===== src/rtl/adc_ad7175_spi_slave_if.sv =====
// Signal bundle for the AD7175-style SPI register slave:
// SPI pins, the conversion-result input and the register-map outputs.
interface adc_ad7175_spi_slave_if;
    logic        spi_cs_n;
    logic        spi_sclk;
    logic        spi_mosi;
    logic        spi_miso;
    logic        spi_miso_oe;
    logic        sample_valid;
    logic [23:0] sample_data;
    logic [1:0]  sample_channel;
    logic [15:0] adcmode_reg;
    logic [15:0] ifmode_reg;
    logic [3:0]  ch_en;
    logic        reg_wr_pulse;
    logic [5:0]  reg_wr_addr;

    modport slave (
        input  spi_cs_n, spi_sclk, spi_mosi, sample_valid, sample_data, sample_channel,
        output spi_miso, spi_miso_oe, adcmode_reg, ifmode_reg, ch_en, reg_wr_pulse, reg_wr_addr
    );

    modport master (
        output spi_cs_n, spi_sclk, spi_mosi, sample_valid, sample_data, sample_channel,
        input  spi_miso, spi_miso_oe, adcmode_reg, ifmode_reg, ch_en, reg_wr_pulse, reg_wr_addr
    );
endinterface


===== src/rtl/adc_ad7175_spi_slave.sv =====
// SPI mode-3 slave emulating the AD7175 register map (comm byte, register
// reads/writes, DATA/STATUS readout with RDY indication, 64-ones serial reset).
module adc_ad7175_spi_slave #(
    parameter logic [15:0] ID_VALUE    = 16'h0CDE,
    parameter int unsigned SYNC_STAGES = 2
) (
    input  logic                  xclk,
    input  logic                  reset,
    adc_ad7175_spi_slave_if.slave bus
);
    typedef enum logic [1:0] {IDLE, CMD, WR, RD} state_t;

    logic [SYNC_STAGES-1:0] cs_sync, sclk_sync, mosi_sync;
    logic                   sclk_prev;
    logic                   cs_s, sclk_s, mosi_s, sclk_rise, sclk_fall;

    always_ff @(posedge xclk or posedge reset) begin
        if (reset) begin
            cs_sync   <= '1;
            sclk_sync <= '1;
            mosi_sync <= '0;
            sclk_prev <= 1'b1;
        end else begin
            cs_sync[0]   <= bus.spi_cs_n;
            sclk_sync[0] <= bus.spi_sclk;
            mosi_sync[0] <= bus.spi_mosi;
            for (int unsigned i = 1; i < SYNC_STAGES; i++) begin
                cs_sync[i]   <= cs_sync[i-1];
                sclk_sync[i] <= sclk_sync[i-1];
                mosi_sync[i] <= mosi_sync[i-1];
            end
            sclk_prev <= sclk_s;
        end
    end

    assign cs_s      = cs_sync[SYNC_STAGES-1];
    assign sclk_s    = sclk_sync[SYNC_STAGES-1];
    assign mosi_s    = mosi_sync[SYNC_STAGES-1];
    assign sclk_rise = sclk_s & ~sclk_prev;
    assign sclk_fall = ~sclk_s & sclk_prev;

    state_t      state;
    logic [5:0]  bit_cnt, xfer_len, cur_addr;
    logic [14:0] shift_in;
    logic [31:0] shift_out;
    logic        rd_is_data;
    logic [15:0] adcmode_q, ifmode_q;
    logic [15:0] ch_q [4];
    logic [23:0] data_q, pend_data;
    logic [1:0]  data_ch, pend_ch;
    logic        rdy_n, pend_valid;
    logic [6:0]  ones_cnt;
    logic        miso_q, wr_pulse_q;
    logic [5:0]  wr_addr_q;

    logic [7:0]  cmd_byte, status;
    logic [15:0] wr_word;
    logic [31:0] dec_val;
    logic [5:0]  dec_len;
    logic        wr_ok, last_bit, merge_valid;
    logic [23:0] merge_data;
    logic [1:0]  merge_ch;

    assign cmd_byte    = {shift_in[6:0], mosi_s};
    assign wr_word     = {shift_in, mosi_s};
    assign status      = {rdy_n, 5'b0, data_ch};
    assign wr_ok       = (cur_addr == 6'h01) || (cur_addr == 6'h02) || (cur_addr[5:2] == 4'b0100);
    assign last_bit    = (bit_cnt == xfer_len - 6'd1);
    // A sample arriving in the very cycle a DATA read ends is treated as pending
    assign merge_valid = pend_valid | bus.sample_valid;
    assign merge_data  = bus.sample_valid ? bus.sample_data : pend_data;
    assign merge_ch    = bus.sample_valid ? bus.sample_channel : pend_ch;

    // Read value is left-aligned so the msb always leaves from bit 31
    always_comb begin
        dec_val = '0;
        dec_len = 6'd8;
        case (cmd_byte[5:0])
            6'h00: dec_val = {status, 24'h0};
            6'h01: begin dec_val = {adcmode_q, 16'h0}; dec_len = 6'd16; end
            6'h02: begin dec_val = {ifmode_q, 16'h0};  dec_len = 6'd16; end
            6'h04: begin
                if (ifmode_q[6]) begin
                    dec_val = {data_q, status};
                    dec_len = 6'd32;
                end else begin
                    dec_val = {data_q, 8'h0};
                    dec_len = 6'd24;
                end
            end
            6'h07: begin dec_val = {ID_VALUE, 16'h0}; dec_len = 6'd16; end
            6'h10, 6'h11, 6'h12, 6'h13: begin
                dec_val = {ch_q[cmd_byte[1:0]], 16'h0};
                dec_len = 6'd16;
            end
            default: ;
        endcase
    end

    always_ff @(posedge xclk or posedge reset) begin
        if (reset) begin
            state      <= IDLE;
            bit_cnt    <= '0;
            xfer_len   <= 6'd8;
            cur_addr   <= '0;
            shift_in   <= '0;
            shift_out  <= '0;
            rd_is_data <= 1'b0;
            adcmode_q  <= 16'h8000;
            ifmode_q   <= '0;
            ch_q[0]    <= 16'h8001;
            ch_q[1]    <= 16'h0001;
            ch_q[2]    <= 16'h0001;
            ch_q[3]    <= 16'h0001;
            data_q     <= '0;
            data_ch    <= '0;
            rdy_n      <= 1'b1;
            pend_valid <= 1'b0;
            pend_data  <= '0;
            pend_ch    <= '0;
            ones_cnt   <= '0;
            miso_q     <= 1'b1;
            wr_pulse_q <= 1'b0;
            wr_addr_q  <= '0;
        end else begin
            wr_pulse_q <= 1'b0;
            if (bus.sample_valid) begin
                if (state == RD && rd_is_data) begin
                    pend_valid <= 1'b1;
                    pend_data  <= bus.sample_data;
                    pend_ch    <= bus.sample_channel;
                end else begin
                    data_q  <= bus.sample_data;
                    data_ch <= bus.sample_channel;
                    rdy_n   <= 1'b0;
                end
            end

            if (cs_s || (sclk_rise && !mosi_s)) ones_cnt <= '0;
            else if (sclk_rise)                 ones_cnt <= ones_cnt + 7'd1;

            if (cs_s) begin
                state   <= IDLE;
                miso_q  <= 1'b1;
                bit_cnt <= '0;
                if (state == RD && rd_is_data && merge_valid) begin
                    data_q     <= merge_data;
                    data_ch    <= merge_ch;
                    rdy_n      <= 1'b0;
                    pend_valid <= 1'b0;
                end
            end else begin
                case (state)
                    IDLE: begin
                        state   <= CMD;
                        bit_cnt <= '0;
                        miso_q  <= 1'b1;
                    end
                    CMD: begin
                        miso_q <= (bit_cnt == 6'd0) ? rdy_n : 1'b1;
                        if (sclk_rise) begin
                            shift_in <= {shift_in[13:0], mosi_s};
                            if (bit_cnt == 6'd7) begin
                                bit_cnt <= '0;
                                if (!cmd_byte[7]) begin
                                    xfer_len <= dec_len;
                                    cur_addr <= cmd_byte[5:0];
                                    if (cmd_byte[6]) begin
                                        state      <= RD;
                                        shift_out  <= dec_val;
                                        rd_is_data <= (cmd_byte[5:0] == 6'h04);
                                    end else begin
                                        state <= WR;
                                    end
                                end
                            end else begin
                                bit_cnt <= bit_cnt + 6'd1;
                            end
                        end
                    end
                    WR: begin
                        miso_q <= 1'b1;
                        if (sclk_rise) begin
                            shift_in <= {shift_in[13:0], mosi_s};
                            if (last_bit) begin
                                state   <= CMD;
                                bit_cnt <= '0;
                                if (wr_ok) begin
                                    case (cur_addr)
                                        6'h01:   adcmode_q <= wr_word;
                                        6'h02:   ifmode_q  <= wr_word;
                                        default: ch_q[cur_addr[1:0]] <= wr_word;
                                    endcase
                                    wr_pulse_q <= 1'b1;
                                    wr_addr_q  <= cur_addr;
                                end
                            end else begin
                                bit_cnt <= bit_cnt + 6'd1;
                            end
                        end
                    end
                    RD: begin
                        if (sclk_fall) begin
                            miso_q    <= shift_out[31];
                            shift_out <= {shift_out[30:0], 1'b0};
                        end
                        // Leave RD only after the master has sampled the last bit
                        if (sclk_rise) begin
                            if (last_bit) begin
                                state   <= CMD;
                                bit_cnt <= '0;
                                if (rd_is_data) begin
                                    if (merge_valid) begin
                                        data_q     <= merge_data;
                                        data_ch    <= merge_ch;
                                        rdy_n      <= 1'b0;
                                        pend_valid <= 1'b0;
                                    end else begin
                                        rdy_n <= 1'b1;
                                    end
                                end
                            end else begin
                                bit_cnt <= bit_cnt + 6'd1;
                            end
                        end
                    end
                    default: state <= IDLE;
                endcase

                if (sclk_rise && mosi_s && ones_cnt == 7'd63) begin
                    adcmode_q  <= 16'h8000;
                    ifmode_q   <= '0;
                    ch_q[0]    <= 16'h8001;
                    ch_q[1]    <= 16'h0001;
                    ch_q[2]    <= 16'h0001;
                    ch_q[3]    <= 16'h0001;
                    rdy_n      <= 1'b1;
                    pend_valid <= 1'b0;
                    state      <= CMD;
                    bit_cnt    <= '0;
                    ones_cnt   <= '0;
                    wr_pulse_q <= 1'b0;
                end
            end
        end
    end

    assign bus.spi_miso     = miso_q;
    assign bus.spi_miso_oe  = ~cs_s;
    assign bus.adcmode_reg  = adcmode_q;
    assign bus.ifmode_reg   = ifmode_q;
    assign bus.ch_en        = {ch_q[3][15], ch_q[2][15], ch_q[1][15], ch_q[0][15]};
    assign bus.reg_wr_pulse = wr_pulse_q;
    assign bus.reg_wr_addr  = wr_addr_q;
endmodule


===== src/flat_wrapper.sv =====
// flat-port wrapper written by rule: the top's interface ports become plain ports
module adc_ad7175_spi_slave_flat 
#(
    parameter logic [15:0] ID_VALUE    = 16'h0CDE,
    parameter int unsigned SYNC_STAGES = 2
)
  (xclk, reset, bus_spi_cs_n, bus_spi_sclk, bus_spi_mosi, bus_sample_valid, bus_sample_data, bus_sample_channel, bus_spi_miso, bus_spi_miso_oe, bus_adcmode_reg, bus_ifmode_reg, bus_ch_en, bus_reg_wr_pulse, bus_reg_wr_addr);
  adc_ad7175_spi_slave_if bus_i ();
  input  logic xclk;
  input  logic reset;
  input wire logic [$bits(bus_i.spi_cs_n)-1:0] bus_spi_cs_n;
  input wire logic [$bits(bus_i.spi_sclk)-1:0] bus_spi_sclk;
  input wire logic [$bits(bus_i.spi_mosi)-1:0] bus_spi_mosi;
  input wire logic [$bits(bus_i.sample_valid)-1:0] bus_sample_valid;
  input wire logic [$bits(bus_i.sample_data)-1:0] bus_sample_data;
  input wire logic [$bits(bus_i.sample_channel)-1:0] bus_sample_channel;
  output wire logic [$bits(bus_i.spi_miso)-1:0] bus_spi_miso;
  output wire logic [$bits(bus_i.spi_miso_oe)-1:0] bus_spi_miso_oe;
  output wire logic [$bits(bus_i.adcmode_reg)-1:0] bus_adcmode_reg;
  output wire logic [$bits(bus_i.ifmode_reg)-1:0] bus_ifmode_reg;
  output wire logic [$bits(bus_i.ch_en)-1:0] bus_ch_en;
  output wire logic [$bits(bus_i.reg_wr_pulse)-1:0] bus_reg_wr_pulse;
  output wire logic [$bits(bus_i.reg_wr_addr)-1:0] bus_reg_wr_addr;
  assign bus_i.spi_cs_n = bus_spi_cs_n;
  assign bus_i.spi_sclk = bus_spi_sclk;
  assign bus_i.spi_mosi = bus_spi_mosi;
  assign bus_i.sample_valid = bus_sample_valid;
  assign bus_i.sample_data = bus_sample_data;
  assign bus_i.sample_channel = bus_sample_channel;
  assign bus_spi_miso = bus_i.spi_miso;
  assign bus_spi_miso_oe = bus_i.spi_miso_oe;
  assign bus_adcmode_reg = bus_i.adcmode_reg;
  assign bus_ifmode_reg = bus_i.ifmode_reg;
  assign bus_ch_en = bus_i.ch_en;
  assign bus_reg_wr_pulse = bus_i.reg_wr_pulse;
  assign bus_reg_wr_addr = bus_i.reg_wr_addr;
  adc_ad7175_spi_slave #(.ID_VALUE(ID_VALUE), .SYNC_STAGES(SYNC_STAGES)) u_core (.xclk(xclk), .reset(reset), .bus(bus_i));
endmodule

===== config.mk =====
export PLATFORM = sky130hd
export DESIGN_NAME = adc_ad7175_spi_slave_flat
export DESIGN_NICKNAME = d
export VERILOG_FILES = /design/src/rtl/adc_ad7175_spi_slave_if.sv /design/src/rtl/adc_ad7175_spi_slave.sv /design/src/flat_wrapper.sv
export SDC_FILE = /design/constraint.sdc
export NUM_CORES = 1
export LEC_CHECK = 0
export CORE_MARGIN = 3
export CORE_UTILIZATION = 40
export CTS_BUF_LIST = sky130_fd_sc_hd__clkbuf_4
export DETAILED_ROUTE_END_ITERATION = 8
export HOLD_SLACK_MARGIN = 0.08
export PLACE_DENSITY = 0.67
export SYNTH_ARGS = -nofsm -noshare
export SYNTH_HDL_FRONTEND = slang
export SYNTH_SLANG_ARGS = --single-unit

===== constraint.sdc =====
create_clock -name xclk -period 23.2 [get_ports xclk]
set_input_delay 4.64 -clock xclk [delete_from_list [all_inputs] [get_ports xclk]]
set_output_delay 4.64 -clock xclk [all_outputs]
set_load 0.02 [all_outputs]

==> reports/metrics.yaml, run 1 <==
finish:
  final_util_pct: 47.1
  final_cell_mix: "223 x dfrtp_1, 106 x nand2_1, 89 x clkbuf_4, 83 x o21ai_0, 76 x clkdlybuf4s50_1"
  finalNetCount: 1109
  largest_register_ffs: 60
  layout.cells.most_common: "dfrtp_1"
  largest_register: "u_core.ch_q"
  drive_gt1_share_pct: 24.4
  top_regs: "u_core.ch_q x60, u_core.shift_out x32"
  num-fill-cells: 2482
  area_growth_pct: 15.4
  regArea_sq_um: 5950
  multi_input_area_sq_um: 4580
clock_network:
  h-tree-depth: 2
  cts_setup_buffers: 0
  cts_root_buf: "clkbuf_4"
  post_cts_resized: 0
  cts_buffers: 59
  path_clk_slew_ns: 0.06
  cts_sinks: 237
  clockBufferDepth: 3
  cts_tree: "built"
  ctsHoldBuffers: 0
  clk_latency_ns: 0.69
yosys:
  synth_cell_types: 75
  synthCells: 994
  avgSynthCellArea_sq_um: 11.1
  synth.cell_area_sq_um: 11000
  synth_nets: 1035
  yosys_most_used_dff: "dfrtp_1"
  synth-edff-count: 0
  synthArstFlopShare_pct: 100
  ys_seq_area_share_pct: 54.0
  synth_seq_cells: 237
  yosys_warnings: 0
global_routing:
  grt_pass1_vias: 8129
  track_usage_pct: 19.4
  antenna_found_initial: 1
  gr-total-overflow: 0
  grt_max_degree: 91
  grt_pass1_wl_mm: 45.5
sta:
  fin_crit_sh_pct: 29.1
  timing.setup.tns_ns: 0
  finalHoldViolCount: 0
  maxSlewViolCount: 0
  setup_viol: 0
  max_slew_margin_pct: 23.5
  fin_crit_ns: 6.76
  rsz0062_at_grt: "false"
  fin_worst_skew_ns: 0.0475
  fmax_ghz: 0.148
  max_slew.worst_pin.slew_ns: 1.15
placed_design:
  hpwl_mm: 18.3
  place.gp.congestion: 0.812
  io_buffers: 76
floorplan:
  die_x_um: 172
  die-area_sq_um: 29600
  die_h_um: 172
  floorplan.initialDensity_pct: 40.8
  core-area_sq_um: 27000
  fp-row-count: 60
  num_io_pins: 77
drt:
  antenna_left: 0
  drtIter0Drc: 691
  drc: 0
  wl_per_cell_um: 19.3
  routed_wl_mm: 28.2
  vias: 8199
  drt_pre_antenna_iters: 5
  avgViaCountPerCell: 5.62
critical_path:
  critPathLaunchType: "flop"
  end_kind: "output pin"
  r2r-end: "u_core.data_q[13]"
  worstRegToRegCells: 7
  crit_type: "flop to output pin"
  worst-path-max-fanout: 11
  r2r_setup_slack_ns: 20.22
  worstReg2RegStart: "u_core.xfer_len[3]"
  cp.arrival_ns: 2.12
  required_ns: 18.56
power_and_ir_drop:
  power_leakage_uw: 0.00555
  ir_worst_vdd_v: 0.0000322
  powerDensity_nw_per_um2: 73.0
worst_hold_path:
  hp-start: "u_core.sclk_sync[0]"
  hold_class: "flop to flop"
  whs_path_depth: 0
  hold_end: "u_core.sclk_sync[1]"
job:
  drv_cap: 0
run_status:
  run_status: "finished, final reports clean"
==> worst max-delay path, stage by stage, from the launching register on <==
cell             delay (ns)
dfstp_2                0.68
inv_1                  0.20
clkdlybuf4s50_1        0.58
==> layer usage <==
metal | share of wire [%] | up-vias | track usage, %
met5 | 0 | - | 0
met4 | 2.1 | 0 | 5.66
met3 | 5.7 | 51 | 3.96
met2 | 46 | 225 | 29.8
met1 | 46 | 4116 | 27.9
li1 | - | 3807 | -
==> report_power, final <==
group          switching, uW  leakage [uW]  internal [uW]
Clock                    168      0.000458            187
Sequential              20.6       0.00317            434
Combinational           70.6       0.00193           48.0
Total                    259       0.00555            669
==> cells by family (layout without fill, tap and decap cells) <==
family | count (synthesis) | after routing | share of synthesized area [%]
and+or+nand+nor | 304 | 304 | 14.9
AOI/OAI and AO/OA | 260 | 260 | 15.8
DFF | 237 | 237 | 54.0
buffers and inverters | 104 | 227 | 4.69
muxes | 71 | 71 | 8.82
adders and majority gates | 9 | 9 | 1.02
xor gates and xnor gates | 9 | 9 | 0.840
other | 0 | 1 | 0
==> final cells by class <==
class                      instances  area share, %
multi-input combinational        653           36.0
inverter                          26          0.826
antenna                            1         0.0197
sequential                       237           46.8
clock inverter                    21          0.866
tap                              341           3.35
clock buffer                      89           5.25
timing repair buffer              91           6.87
==> worst max path at each step <==
| stage | start | to | slack, ns | cells after the start |
|---|---|---|---|---|
| CTS | u_core.cs_sync[1] | bus_spi_miso_oe | 16.38 | 2 |
| global route | u_core.cs_sync[1] | bus_spi_miso_oe | 16.33 | 2 |
| finish | u_core.cs_sync[1] | bus_spi_miso_oe | 16.44 | 2 |
| floorplan | reset | u_core.bit_cnt[0] | 12.08 | 1 |
| detailed placement | bus_sample_valid | u_core.data_q[16] | 16.44 | 4 |
| global placement | bus_sample_valid | u_core.data_q[19] | 16.48 | 4 |
==> cells in the mapped netlist, drive strengths merged, types with 20 or more instances <==
cell,n,share of area (%)
or2,27,1.5
mux2,49,5.0
nand2,106,3.6
dfrtp,223,51
clkbuf,33,1.1
o21ai,122,5.6
a22o,20,1.6
a21oi,36,1.6
inv,26,0.89
nor2,24,0.82
o221a,26,2.7
buf,45,2.7
nand3,74,4.3
a22oi,20,1.4
==> metrics by stage <==
stage	setup slack (ns)	instances	hold WS, ns	instance area (sq um)	total power [uW]
after global placement	16.48	1348	0.338	11900	580
after detailed placement	16.44	1348	0.344	11900	581
after CTS	16.38	1458	0.365	12700	942
after floorplan	12.08	994	0.331	11000	545
final	16.44	1459	0.364	12700	928
after global routing	16.33	1459	0.362	12700	979
Note: power is estimated with default switching activity, not from simulation.
==> inputs of run 2 (changes only) <==
clock period = 7 ns   (was 23.2 ns; I/O delays follow)
==> run 2 against run 1 <==
Via count is 1.3% higher. Total power grew to 3.5 times the previous value. Global-route usage is 0.48 points higher. Worst setup slack worse by 13 ns. Die area stayed put. Core utilization is 0.52 points higher. Register-to-register slack worse by 16 ns. Largest power group unchanged. Highest routed layer unchanged. Cell area is 1.1% higher.
==> reports/metrics.yaml, run 2 (same netlist as run 1, synthesis figures left out) <==
run_status:
  run_status: "finished, final reports clean"
critical_path:
  crit_path_top_delay_cell: "dfstp_2"
  worstRegToRegCells: 7
  crit_type: "flop to output pin"
  r2r_setup_slack_ns: 4.04
  path_cells: "inv_1, clkdlybuf4s50_1"
  r2r-end: "u_core.data_q[21]"
  worstReg2RegStart: "u_core.xfer_len[3]"
  startpoint: "u_core.cs_sync[1]"
  end_kind: "output pin"
  required_ns: 5.60
  cp.arrival_ns: 2.14
  critPathLaunchType: "flop"
  slowest_delay_ns: 0.69
  worst-path-max-fanout: 11
sta:
  max_slew.worst_pin.slew_ns: 1.17
  finalHoldViolCount: 0
  fin_worst_skew_ns: 0.0527
  maxSlewViolCount: 0
  fin_crit_sh_pct: 50.6
  fin_crit_ns: 3.54
  rsz0062_at_grt: "false"
  fmax_ghz: 0.283
  max_slew_margin_pct: 22.1
  setup_viol: 0
  timing.setup.tns_ns: 0
global_routing:
  grt_pass1_wl_mm: 46.3
  grt_pass1_vias: 8424
  grtUsageMet1_pct: 28.1
  use_met3_pct: 4.73
  grt_max_degree: 146
  track_usage_pct: 19.8
  busiest_layer: "met2"
  gr-usage-met2_pct: 30.8
  gr-total-overflow: 0
  antenna_found_initial: 1
drt:
  avgViaCountPerCell: 5.65
  drt_pre_antenna_iters: 5
  routed_wl_mm: 28.6
  drtIter0Drc: 654
  wl_per_cell_um: 19.5
  vias: 8302
  antenna_left: 0
  drc: 0
clock_network:
  post_cts_resized: 0
  cts_sinks: 237
  ctsHoldBuffers: 0
  cts_buffers: 67
  cts_tree: "built"
  path_clk_slew_ns: 0.05
  clk_latency_ns: 0.68
  clockBufferDepth: 3
  cts_root_buf: "clkbuf_4"
  cts_setup_buffers: 0
  h-tree-depth: 3
finish:
  regArea_sq_um: 5950
  layout.cells.most_common: "dfrtp_1"
  largest_register_ffs: 60
  largest_register: "u_core.ch_q"
  top_regs: "u_core.ch_q x60, u_core.shift_out x32"
  final_cell_mix: "223 x dfrtp_1, 106 x nand2_1, 101 x clkbuf_4, 83 x o21ai_0, 76 x clkdlybuf4s50_1"
  multi_input_area_sq_um: 4580
  area_growth_pct: 16.6
  drive_gt1_share_pct: 26.1
  num-fill-cells: 2475
  final_util_pct: 47.6
  finalNetCount: 1118
worst_hold_path:
  hold_class: "flop to flop"
  hp-start: "u_core.sclk_sync[0]"
  whs_path_depth: 0
  hold_end: "u_core.sclk_sync[1]"
placed_design:
  io_buffers: 76
  hpwl_mm: 18.3
  place.gp.congestion: 0.863
power_and_ir_drop:
  powerDensity_nw_per_um2: 252
  ir_worst_vdd_v: 0.000106
  power_leakage_uw: 0.00564
  power_uw: 3240
floorplan:
  die_h_um: 172
  num_io_pins: 77
  die-area_sq_um: 29600
  die_x_um: 172
  fp-row-count: 60
  core-area_sq_um: 27000
  floorplan.initialDensity_pct: 40.8
job:
  drv_cap: 0
run 2: cell types whose count changed in the layout (fill, tap and decap cells not counted), sizes merged:
cell / change
clkinvlp: +1
bufinv: +1
clkbuf: +12
buf: +1
inv: +1
clkinv: -6
run 2: how the worst max path moves through the flow:
stage / endpoint / slack, ns / cells past startpoint
2_1_floorplan: u_core.bit_cnt[0] / 2.51 / 1
4_1_cts: bus_spi_miso_oe / 3.37 / 2
3_3_place_gp: u_core.data_q[15] / 3.53 / 4
6_report: bus_spi_miso_oe / 3.46 / 2
3_5_place_dp: u_core.data_q[14] / 3.48 / 4
5_1_grt: bus_spi_miso_oe / 3.35 / 2
run 2: metrics by stage:
stage,cells,hold WS (ns),worst slack [ns],cell area [sq um]
floorplan,994,0.331,2.51,11000
global placement,1349,0.336,3.53,12000
detailed placement,1349,0.347,3.48,12000
CTS,1468,0.355,3.37,12900
global route,1469,0.361,3.35,12900
finish,1469,0.354,3.46,12900
run 2: area by class of cell:
cell class / instances / share of cell area, %
flip-flops and latches: 237 / 46.3
repair buffers: 92 / 6.95
multi-input cells: 653 / 35.6
clock buffers: 101 / 5.90
inverters: 26 / 0.788
diodes: 1 / 0.0195
clock inverters: 18 / 1.13
well taps: 341 / 3.32
run 2: critical path, delay by kind of cell (launching register included):
| kind | cells | cell delay, ns |
|---|---|---|
| buffers and inverters | 2 | 0.79 |
| DFF | 1 | 0.69 |
run 2: report_power, final:
group	internal, uW	total (uW)	switching [uW]
clock	741	1340	599
combinational	160	399	239
sequential	1440	1510	65.9
run 2: per-layer routing:
layer,part of all wire (%),up-vias,routed length [um]
li1,-,3824,-
met3,6.3,39,1810
met2,46,286,13200
met4,1.8,0,503
met5,0,-,0
met1,46,4153,13000
